$ cat src/rtl/dbus_access_ctrl_pkg.sv
// rtl/dbus_access_ctrl_pkg.sv - shared encodings and helpers for the data-bus access controller
package dbus_access_ctrl_pkg;

  typedef enum logic [1:0] {
    MSIZE1 = 2'd0,
    MSIZE2 = 2'd1,
    MSIZE4 = 2'd2
  } msize_t;

  typedef enum logic {
    UNSIGNED = 1'b0,
    SIGNED   = 1'b1
  } sig_t;

  typedef logic [1:0] dbus_state_t;
  localparam dbus_state_t IDLE  = 2'd0;
  localparam dbus_state_t ADDR  = 2'd1;
  localparam dbus_state_t DATA  = 2'd2;
  localparam dbus_state_t DRAIN = 2'd3;

  function automatic logic is_aligned(input logic [1:0] off, input msize_t sz);
    case (sz)
      MSIZE1:  return 1'b1;
      MSIZE2:  return ~off[0];
      MSIZE4:  return (off == 2'b00);
      default: return 1'b0;
    endcase
  endfunction

  function automatic logic [3:0] calc_strobe(input logic [1:0] off, input msize_t sz);
    case (sz)
      MSIZE1:  return 4'b0001 << off;
      MSIZE2:  return 4'b0011 << off;
      MSIZE4:  return 4'b1111;
      default: return 4'b0000;
    endcase
  endfunction

  // Store data is replicated so every byte lane carries the value the strobe selects.
  function automatic logic [31:0] replicate_wdata(input logic [31:0] w, input msize_t sz);
    case (sz)
      MSIZE1:  return {4{w[7:0]}};
      MSIZE2:  return {2{w[15:0]}};
      default: return w;
    endcase
  endfunction

endpackage

$ cat src/rtl/dbus_access_ctrl_if.sv
// rtl/dbus_access_ctrl_if.sv - pipeline request and data-bus signal bundle
interface dbus_access_ctrl_if;
  import dbus_access_ctrl_pkg::*;

  logic        req_valid;
  logic        req_write;
  logic [31:0] req_addr;
  msize_t      req_msize;
  sig_t        req_sig;
  logic [31:0] req_wdata;
  logic        flush;
  logic        stall;
  logic        resp_valid;
  logic [31:0] resp_rdata;
  logic        addr_err;
  logic        dreq_valid;
  logic [31:0] dreq_addr;
  msize_t      dreq_size;
  logic [3:0]  dreq_strobe;
  logic [31:0] dreq_data;
  logic        dresp_addr_ok;
  logic        dresp_data_ok;
  logic [31:0] dresp_data;

  modport slave (
    input  req_valid, req_write, req_addr, req_msize, req_sig, req_wdata, flush,
    input  dresp_addr_ok, dresp_data_ok, dresp_data,
    output stall, resp_valid, resp_rdata, addr_err,
    output dreq_valid, dreq_addr, dreq_size, dreq_strobe, dreq_data
  );

  modport master (
    output req_valid, req_write, req_addr, req_msize, req_sig, req_wdata, flush,
    output dresp_addr_ok, dresp_data_ok, dresp_data,
    input  stall, resp_valid, resp_rdata, addr_err,
    input  dreq_valid, dreq_addr, dreq_size, dreq_strobe, dreq_data
  );

endinterface

$ cat src/rtl/dbus_access_ctrl_dresp_extract.sv
// rtl/dbus_access_ctrl_dresp_extract.sv - lane select and sign/zero extension of a raw read word
module dresp_extract
  import dbus_access_ctrl_pkg::*;
(
  input  logic [31:0] raw_i,
  input  logic [1:0]  off_i,
  input  msize_t      msize_i,
  input  sig_t        sig_i,
  output logic [31:0] data_o
);

  logic [7:0]  byte_v;
  logic [15:0] half_v;
  logic        sext;

  always_comb begin
    byte_v = raw_i[{off_i, 3'b000} +: 8];
    half_v = off_i[1] ? raw_i[31:16] : raw_i[15:0];
    sext   = (sig_i == SIGNED);
    data_o = '0;
    case (msize_i)
      MSIZE1: data_o = {{24{sext & byte_v[7]}}, byte_v};
      MSIZE2: if (!off_i[0]) data_o = {{16{sext & half_v[15]}}, half_v};
      MSIZE4: if (off_i == 2'b00) data_o = raw_i;
      default: data_o = '0;
    endcase
  end

endmodule

$ cat src/rtl/dbus_access_ctrl.sv
// rtl/dbus_access_ctrl.sv - memory-stage load/store controller driving a split address/data bus
module dbus_access_ctrl
  import dbus_access_ctrl_pkg::*;
(
  input  logic               clk,
  input  logic               reset,
  dbus_access_ctrl_if.slave  bus
);

  dbus_state_t state_q, state_d;
  logic [31:0] addr_q;
  logic [31:0] wdata_q;
  msize_t      size_q;
  sig_t        sig_q;
  logic        write_q;
  logic [31:0] rdata_q, rdata_d;
  logic        resp_valid_q, resp_valid_d;
  logic        addr_err_q, addr_err_d;
  logic        req_aligned, accept, complete;
  logic [31:0] ext_data;

  dresp_extract u_extract (
    .raw_i   (bus.dresp_data),
    .off_i   (addr_q[1:0]),
    .msize_i (size_q),
    .sig_i   (sig_q),
    .data_o  (ext_data)
  );

  always_comb begin
    req_aligned = is_aligned(bus.req_addr[1:0], bus.req_msize);
    accept      = (state_q == IDLE) & bus.req_valid & req_aligned & ~bus.flush;
    addr_err_d  = (state_q == IDLE) & bus.req_valid & ~req_aligned;
    state_d     = state_q;
    complete    = 1'b0;
    case (state_q)
      IDLE: if (accept) state_d = ADDR;
      // A flush that races the bus acceptance still owes a data_ok, hence DRAIN.
      ADDR: begin
        if (bus.dresp_addr_ok) begin
          if (bus.dresp_data_ok) begin
            state_d  = IDLE;
            complete = ~bus.flush;
          end else begin
            state_d = bus.flush ? DRAIN : DATA;
          end
        end else if (bus.flush) begin
          state_d = IDLE;
        end
      end
      DATA: begin
        if (bus.dresp_data_ok) begin
          state_d  = IDLE;
          complete = ~bus.flush;
        end else if (bus.flush) begin
          state_d = DRAIN;
        end
      end
      DRAIN: if (bus.dresp_data_ok) state_d = IDLE;
      default: state_d = IDLE;
    endcase
    resp_valid_d = complete;
    rdata_d      = complete ? (write_q ? 32'd0 : ext_data) : rdata_q;
  end

  always_ff @(posedge clk or posedge reset) begin
    if (reset) begin
      state_q      <= IDLE;
      addr_q       <= '0;
      wdata_q      <= '0;
      size_q       <= MSIZE1;
      sig_q        <= UNSIGNED;
      write_q      <= 1'b0;
      rdata_q      <= '0;
      resp_valid_q <= 1'b0;
      addr_err_q   <= 1'b0;
    end else begin
      state_q      <= state_d;
      rdata_q      <= rdata_d;
      resp_valid_q <= resp_valid_d;
      addr_err_q   <= addr_err_d;
      if (accept) begin
        addr_q  <= bus.req_addr;
        wdata_q <= bus.req_wdata;
        size_q  <= bus.req_msize;
        sig_q   <= bus.req_sig;
        write_q <= bus.req_write;
      end
    end
  end

  assign bus.stall       = (state_q != IDLE) | accept;
  assign bus.resp_valid  = resp_valid_q;
  assign bus.resp_rdata  = rdata_q;
  assign bus.addr_err    = addr_err_q;
  assign bus.dreq_valid  = (state_q == ADDR);
  assign bus.dreq_addr   = addr_q;
  assign bus.dreq_size   = size_q;
  assign bus.dreq_strobe = write_q ? calc_strobe(addr_q[1:0], size_q) : 4'b0000;
  assign bus.dreq_data   = replicate_wdata(wdata_q, size_q);

endmodule
$ cat src/flat_wrapper.sv
// flat-port wrapper written by rule: the top's interface ports become plain ports
module dbus_access_ctrl_flat import dbus_access_ctrl_pkg::*;
  (clk, reset, bus_req_valid, bus_req_write, bus_req_addr, bus_req_msize, bus_req_sig, bus_req_wdata, bus_flush, bus_dresp_addr_ok, bus_dresp_data_ok, bus_dresp_data, bus_stall, bus_resp_valid, bus_resp_rdata, bus_addr_err, bus_dreq_valid, bus_dreq_addr, bus_dreq_size, bus_dreq_strobe, bus_dreq_data);
  dbus_access_ctrl_if bus_i ();
  input  logic clk;
  input  logic reset;
  input wire logic [$bits(bus_i.req_valid)-1:0] bus_req_valid;
  input wire logic [$bits(bus_i.req_write)-1:0] bus_req_write;
  input wire logic [$bits(bus_i.req_addr)-1:0] bus_req_addr;
  input wire logic [$bits(bus_i.req_msize)-1:0] bus_req_msize;
  input wire logic [$bits(bus_i.req_sig)-1:0] bus_req_sig;
  input wire logic [$bits(bus_i.req_wdata)-1:0] bus_req_wdata;
  input wire logic [$bits(bus_i.flush)-1:0] bus_flush;
  input wire logic [$bits(bus_i.dresp_addr_ok)-1:0] bus_dresp_addr_ok;
  input wire logic [$bits(bus_i.dresp_data_ok)-1:0] bus_dresp_data_ok;
  input wire logic [$bits(bus_i.dresp_data)-1:0] bus_dresp_data;
  output wire logic [$bits(bus_i.stall)-1:0] bus_stall;
  output wire logic [$bits(bus_i.resp_valid)-1:0] bus_resp_valid;
  output wire logic [$bits(bus_i.resp_rdata)-1:0] bus_resp_rdata;
  output wire logic [$bits(bus_i.addr_err)-1:0] bus_addr_err;
  output wire logic [$bits(bus_i.dreq_valid)-1:0] bus_dreq_valid;
  output wire logic [$bits(bus_i.dreq_addr)-1:0] bus_dreq_addr;
  output wire logic [$bits(bus_i.dreq_size)-1:0] bus_dreq_size;
  output wire logic [$bits(bus_i.dreq_strobe)-1:0] bus_dreq_strobe;
  output wire logic [$bits(bus_i.dreq_data)-1:0] bus_dreq_data;
  assign bus_i.req_valid = bus_req_valid;
  assign bus_i.req_write = bus_req_write;
  assign bus_i.req_addr = bus_req_addr;
  assign bus_i.req_msize = bus_req_msize;
  assign bus_i.req_sig = bus_req_sig;
  assign bus_i.req_wdata = bus_req_wdata;
  assign bus_i.flush = bus_flush;
  assign bus_i.dresp_addr_ok = bus_dresp_addr_ok;
  assign bus_i.dresp_data_ok = bus_dresp_data_ok;
  assign bus_i.dresp_data = bus_dresp_data;
  assign bus_stall = bus_i.stall;
  assign bus_resp_valid = bus_i.resp_valid;
  assign bus_resp_rdata = bus_i.resp_rdata;
  assign bus_addr_err = bus_i.addr_err;
  assign bus_dreq_valid = bus_i.dreq_valid;
  assign bus_dreq_addr = bus_i.dreq_addr;
  assign bus_dreq_size = bus_i.dreq_size;
  assign bus_dreq_strobe = bus_i.dreq_strobe;
  assign bus_dreq_data = bus_i.dreq_data;
  dbus_access_ctrl u_core (.clk(clk), .reset(reset), .bus(bus_i));
endmodule
$ cat config.mk
export PLATFORM = sky130hd
export DESIGN_NAME = dbus_access_ctrl_flat
export DESIGN_NICKNAME = d
export VERILOG_FILES = /design/src/rtl/dbus_access_ctrl_pkg.sv /design/src/rtl/dbus_access_ctrl_if.sv /design/src/rtl/dbus_access_ctrl_dresp_extract.sv /design/src/rtl/dbus_access_ctrl.sv /design/src/flat_wrapper.sv
export SDC_FILE = /design/constraint.sdc
export NUM_CORES = 1
export LEC_CHECK = 0
export CORE_ASPECT_RATIO = 1.2
export CORE_UTILIZATION = 48
export CTS_CLUSTER_DIAMETER = 150
export CTS_CLUSTER_SIZE = 25
export DETAILED_ROUTE_END_ITERATION = 8
export GPL_ROUTABILITY_DRIVEN = 0
export HOLD_SLACK_MARGIN = 0.1
export PLACE_DENSITY = 0.86
export SLEW_MARGIN = 30
export SYNTH_ARGS = -nofsm -noshare
export SYNTH_HDL_FRONTEND = slang
export SYNTH_HIERARCHICAL = 1
export SYNTH_SLANG_ARGS = --single-unit
$ cat constraint.sdc
create_clock -name clk -period 4.9 [get_ports clk]
set_input_delay 0.49 -clock clk [delete_from_list [all_inputs] [get_ports clk]]
set_output_delay 0.49 -clock clk [all_outputs]
set_load 0.05 [all_outputs]
== Yosys cells after proc, flatten, opt, wreduce, memory -nomap -nowiden ==
Index checks and enable logic that the tools add are counted.
Operators by class
  eq/ne operators: 11
  shift-type cells: 3
  muxes and demuxes: 21
  bitwise operators: 10
  reductions and logical operators: 7
Operators with widths (number)
  32-bit two-way mux: 3
  32-bit case mux with 3 select lines: 1
  32-bit case mux with 2 select lines: 1
  32-bit by 6-bit variable part select with 8-bit output: 1
  16-bit two-way mux: 1
  2-bit two-way mux: 7
  4-bit case mux with 3 select lines: 1
  2-bit logical NOT: 5
  2-bit == test (second input constant): 4
  2-bit case mux with 4 select lines: 1
  1-bit bitwise AND: 6
  2-bit by 1-bit == test with 1-bit output (second input constant): 3
  3-bit != test (second input constant): 2
  4-bit two-way mux: 1
  4-bit AND reduction: 1
  1-bit by 2-bit << shifter with 4-bit output (first input constant): 1
  2-bit by 2-bit << shifter with 4-bit output (first input constant): 1
  1-bit two-way mux: 3
  1-bit inverter: 3
  1-bit case mux with 3 select lines: 1
  2-bit by 1-bit != test with 1-bit output (second input constant): 1
  2-bit != test (second input constant): 1
  1-bit case mux with 2 select lines: 1
  2-bit nonzero test: 1
  1-bit bitwise OR: 1
Storage, ports and cells
  bits in registers: 104
  bits of input ports: 106
  output and inout port bits: 106

== Longest topological paths before layout ==
  word-level depth: 6
  mapped depth: 9
  mapped depth without buffers: 7

== Modules after synthesis ==
The synthesis kept the hierarchy.
Modules (own cells, without submodules)
  dbus_access_ctrl: instances 1, cells each 386, area each 4762.1 um^2
  dresp_extract: instances 1, cells each 121, area each 867.1 um^2

== Worst setup path after synthesis ==
Ideal clock, no wire load.
  kind: reg2out
  from: register u_core.size_q[0] (netlist: u_core/bus.dreq_size[0])
  to: output bus_dreq_data[24]
  data arrival time: 2.517 ns
  required time: 4.410 ns
  slack: 1.893 ns
  cell stages (with the launch flop): 5
  cell sequence: dfrtp_1 > clkbuf_1 > buf_1 > mux2i_1 > o21ai_0
On the way
  word-level cells in the longest chain between the ends: 2
  elaborated cells between the ends (all ways): 3
  classes of those cells: eq/ne (1); mux (1); reduce/logical (1)
RTL lines
  from (decl): line dbus_access_ctrl.sv:13  | msize_t size_q;
  from (signal assigned): line dbus_access_ctrl.sv:85  | size_q <= bus.req_msize;
  2-bit by 1-bit == test with 1-bit output / 2-bit logical NOT (equally long branches): line dbus_access_ctrl_pkg.sv:41  | case (sz)
  32-bit case mux with 2 select lines *: line dbus_access_ctrl_pkg.sv:41
  to (decl): line flat_wrapper.sv:25  | output wire logic [$bits(bus_i.dreq_data)-1:0] bus_dreq_data;
Mark *: on every way between the ends. The rest lies on a longest branch, timed or not.

== Final worst setup path ==
  from: register u_core.size_q[1] (netlist: u_core/bus.dreq_size[1])
  to: output bus_dreq_data[13]
The elaborated chain is that of the path after synthesis.

==> results by group <==
Global routing
  • Total congestion overflow: 0
  • M3 GR Usage: 0.0694
  • Largest net degree at the start of global routing: 69
  • Vias in the first global route: 4824
  • Met1 Use GR: 0.312
  • First-pass GRT wire length: approximately 25000 um
  • GR met2 Demand/Resource: 0.452
  • Total GRT Usage: 0.266
  • Initial antenna violation count: 1
  • GR peak layer: met2

Clocking
  • H-tree depth: 3
  • Post-CTS setup repair buffer count: 0
  • Post-CTS resize count: 0
  • Clock latency on the worst-skew pair: about 0.35 ns
  • CTS tree: yes
  • Clock Pin Slew Worst Setup and Hold Paths: approximately 0.070 ns
  • Total clock buffers created by CTS: 9
  • Root Buffer: clkbuf_16
  • Hold buffer count at cts: 0
  • Max clock buf depth: 2
  • Number of clock sinks: around 100

Pwr
  • VDD IR max: 0.755 mV
  • Leakage: roughly 3.4 nW
  • Pwr/cell area: between 800 and 900 mW/mm2
  • Total power draw: 0.00666 W

Route
  • DRT antenna net count: 0
  • Starting DRT DRC Count: 217
  • DRC Markers: 0
  • DR vias: approximately 4600
  • Final WL: roughly 16000 um
  • Drt pass-1 iters: 5
  • WL per Instance: approximately 19 um
  • Via density: about 5.5

Placement
  • Half-perimeter wire length after placement: 11300 um
  • Dpl cells: 831
  • PortBufs: 211
  • Post-DP Area: between 0.007 and 0.008 mm2

Setup path
  • WP data arrival: roughly 2.8 ns
  • Kind of end point of the critical path: primary output
  • Crit Path Category: reg -> out
  • Worst-path fanout max: 46
  • Crit start category: register
  • CP Data Required Time: 4.41 ns

Finish
  • Area delta synth->final: 41.8%
  • Final net count: 800
  • Finished Cell Area: 0.00798 mm2
  • Multi-input gate area: 0.00268 mm2
  • Fillcell total: 790
  • FF/Latch Area: ~0.0026 mm2
  • Non-Filler Instances: ~850
  • Layout cell share with drive strength beyond 1: 0.177

Run
  • Max cap viols: 0

Die
  • Die extent in y: ~120 um
  • Rows: 42
  • Core ar.: around 0.011 mm2
  • Die ar.: ~0.012 mm2
  • Initial core utilization: 0.501
  • Io pins: between 200 and 250
  • Die width: about 100 um

Timing
  • Max Clk Rate: a little over 0.3 GHz
  • Fin. max-slew vios: 0
  • Slew HR: 0.352
  • Actual slew at the worst max-slew pin: 0.971 ns
  • Fin crit share: 0.670
  • Setup Skew: about 0.0079 ns
  • Final setup vio count: 0
  • Final setup TNS: 0 ns
  • Hold WS: 0.468 ns
  • RSZ-0062 raised after global routing: no
  • Hold Vio Cnt, Final: 0
  • Min Tclk post-route: between 3 and 4 ns

Synth
  • Gate Count Post-Synth: between 500 and 600
  • Share of the yosys chip area belonging to registers: 0.462
  • #FFs+latches synth: ~100
  • Compound-gate portion of the synthesized area: 0.0889
  • Post-Syn Nets: ~600
  • Mux cell area share after synthesis: 0.219
  • Post-synthesis simple-gate area fraction: 0.154
  • Cell area after synthesis: approximately 0.0056 mm2
  • Unique masters post-synth: 42
  • Yosys warns: 6
  • Main combinational cell family by area after synthesis: multiplexers
  • XOR/XNOR Fraction of Synth Area: 0.00289
  • Post-Synth Adder-Cell Area: 0.0111
  • Synth Area per Inst: 11.1 um2

Worst hold path
  • Min-delay worst type: reg -> reg

Outcome
  • Status: completed
metrics by stage:
step / utilization / worst slack (ns)
floorplan: - / 1.68
global placement: 0.681 / 1.99
detailed placement: 0.681 / 1.98
CTS: 0.707 / 1.59
global route: 0.710 / 1.47
finish: 0.710 / 1.62
area by class of cell:
cell class              count  share of cell area
clock buffers              10              0.0287
repair buffers            217               0.273
inverters                   8             0.00408
well taps                 154              0.0241
clock inverters             6             0.00831
diodes                      1            0.000313
flip-flops and latches    104               0.326
multi-input cells         349               0.336
cells by family (layout without fill, tap and decap cells):
| kind of cell | Yosys count | in the layout |
|---|---|---|
| XOR/XNOR | 1 | 1 |
| AO/OA/AOI/OAI | 71 | 71 |
| flip-flops | 104 | 104 |
| other | 0 | 1 |
| buffers and inverters | 54 | 241 |
| AND/OR/NAND/NOR | 168 | 168 |
| adder cells (fa/ha/maj) | 5 | 5 |
| multiplexers | 104 | 104 |
layout by cell type (no fill, tap or decap), drive strengths merged, types with 3 or more instances in the layout:
master         instances
a32oi                  7
ha                     5
nand2b                 7
nor3                   4
clkinv                 3
clkdlybuf4s50        211
dfrtp                104
nand2                 95
mux2i                 15
o211ai                16
nor2                  13
buf                    6
mux2                  89
clkbuf                10
o21a                   9
a21oi                 11
o22ai                  9
nand3b                38
a22oi                  3
inv                   10
o21ai                 11
synthesized netlist by cell type (all sizes together):
| cell | number | area [um2] |
|---|---|---|
| o211ai | 16 | 130 |
| or3b | 1 | 8.76 |
| a32oi | 7 | 61.3 |
| o21a | 9 | 67.6 |
| or3 | 1 | 6.26 |
| nor4b | 1 | 23.8 |
| a22oi | 3 | 36.3 |
| nor3b | 2 | 25.0 |
| o21bai | 1 | 7.51 |
| o22ai | 9 | 56.3 |
| o21ai | 11 | 55.1 |
| nand3b | 38 | 285 |
| o221a | 1 | 11.3 |
| nand2b | 7 | 43.8 |
| or2 | 1 | 6.26 |
| and3b | 2 | 17.5 |
| clkbuf | 14 | 52.6 |
| nor3 | 4 | 20.0 |
| mux2 | 89 | 1080 |
| nor2 | 13 | 48.8 |
| inv | 8 | 30.0 |
| a21oi | 11 | 55.1 |
| nor2b | 1 | 6.26 |
| buf | 32 | 267 |
| nand3 | 1 | 10.0 |
| mux2i | 15 | 150 |
| o31ai | 1 | 7.51 |
| and4 | 1 | 8.76 |
| a31oi | 2 | 12.5 |
| nand2 | 95 | 357 |
| ha | 5 | 62.6 |
| dfrtp | 104 | 2600 |
| xor2 | 1 | 16.3 |
metal layers:
metal	share of wire	vias up
met5	0	-
met4	0.035	0
met3	0.091	40
met2	0.49	253
met1	0.38	2220
li1	-	2134
where the power goes:
part           internal (W)  switching [W]  total, W
clock network      0.000400       0.000326  0.000725
registers           0.00126       0.000344   0.00161
logic               0.00162        0.00271   0.00433
worst paths after layout:
check	start	to	slack, ns	depth (start not counted)
setup / recovery	u_core/bus.dreq_size[1]$_DFFE_PP0P_	bus_dreq_data[13]	1.62	4
hold / removal	u_core/bus.resp_rdata[31]$_DFFE_PP0P_	u_core/bus.resp_rdata[31]$_DFFE_PP0P_	0.47	2
setup reg to reg	u_core/bus.dreq_addr[0]$_DFFE_PP0P_	u_core/bus.resp_rdata[10]$_DFFE_PP0P_	2.36	5
hold reg to reg	u_core/bus.resp_rdata[31]$_DFFE_PP0P_	u_core/bus.resp_rdata[31]$_DFFE_PP0P_	0.47	2
max in group asynchronous	reset	u_core/bus.dreq_addr[30]$_DFFE_PP0P_	3.21	3
min in group asynchronous	reset	u_core/bus.resp_rdata[31]$_DFFE_PP0P_	0.63	2
worst max-delay path, stage by stage (launching register included):
cell and delay [ns]:
dfrtp_1 0.36, buf_4 0.28, nor2_1 0.69, mux2_2 0.42
clkdlybuf4s50_1 0.70
sequential cells by signal (all words and copies together), names as in the netlist:
register               cells
u_core/wdata_q            32
u_core/bus.resp_valid      1
u_core/bus.dreq_size       2
u_core/bus.dreq_addr      32
u_core/bus.resp_rdata     32
u_core/sig_q               1
u_core/state_q             2
u_core/write_q             1
u_core/bus.addr_err        1
Note: power is estimated with default switching activity, not from simulation.
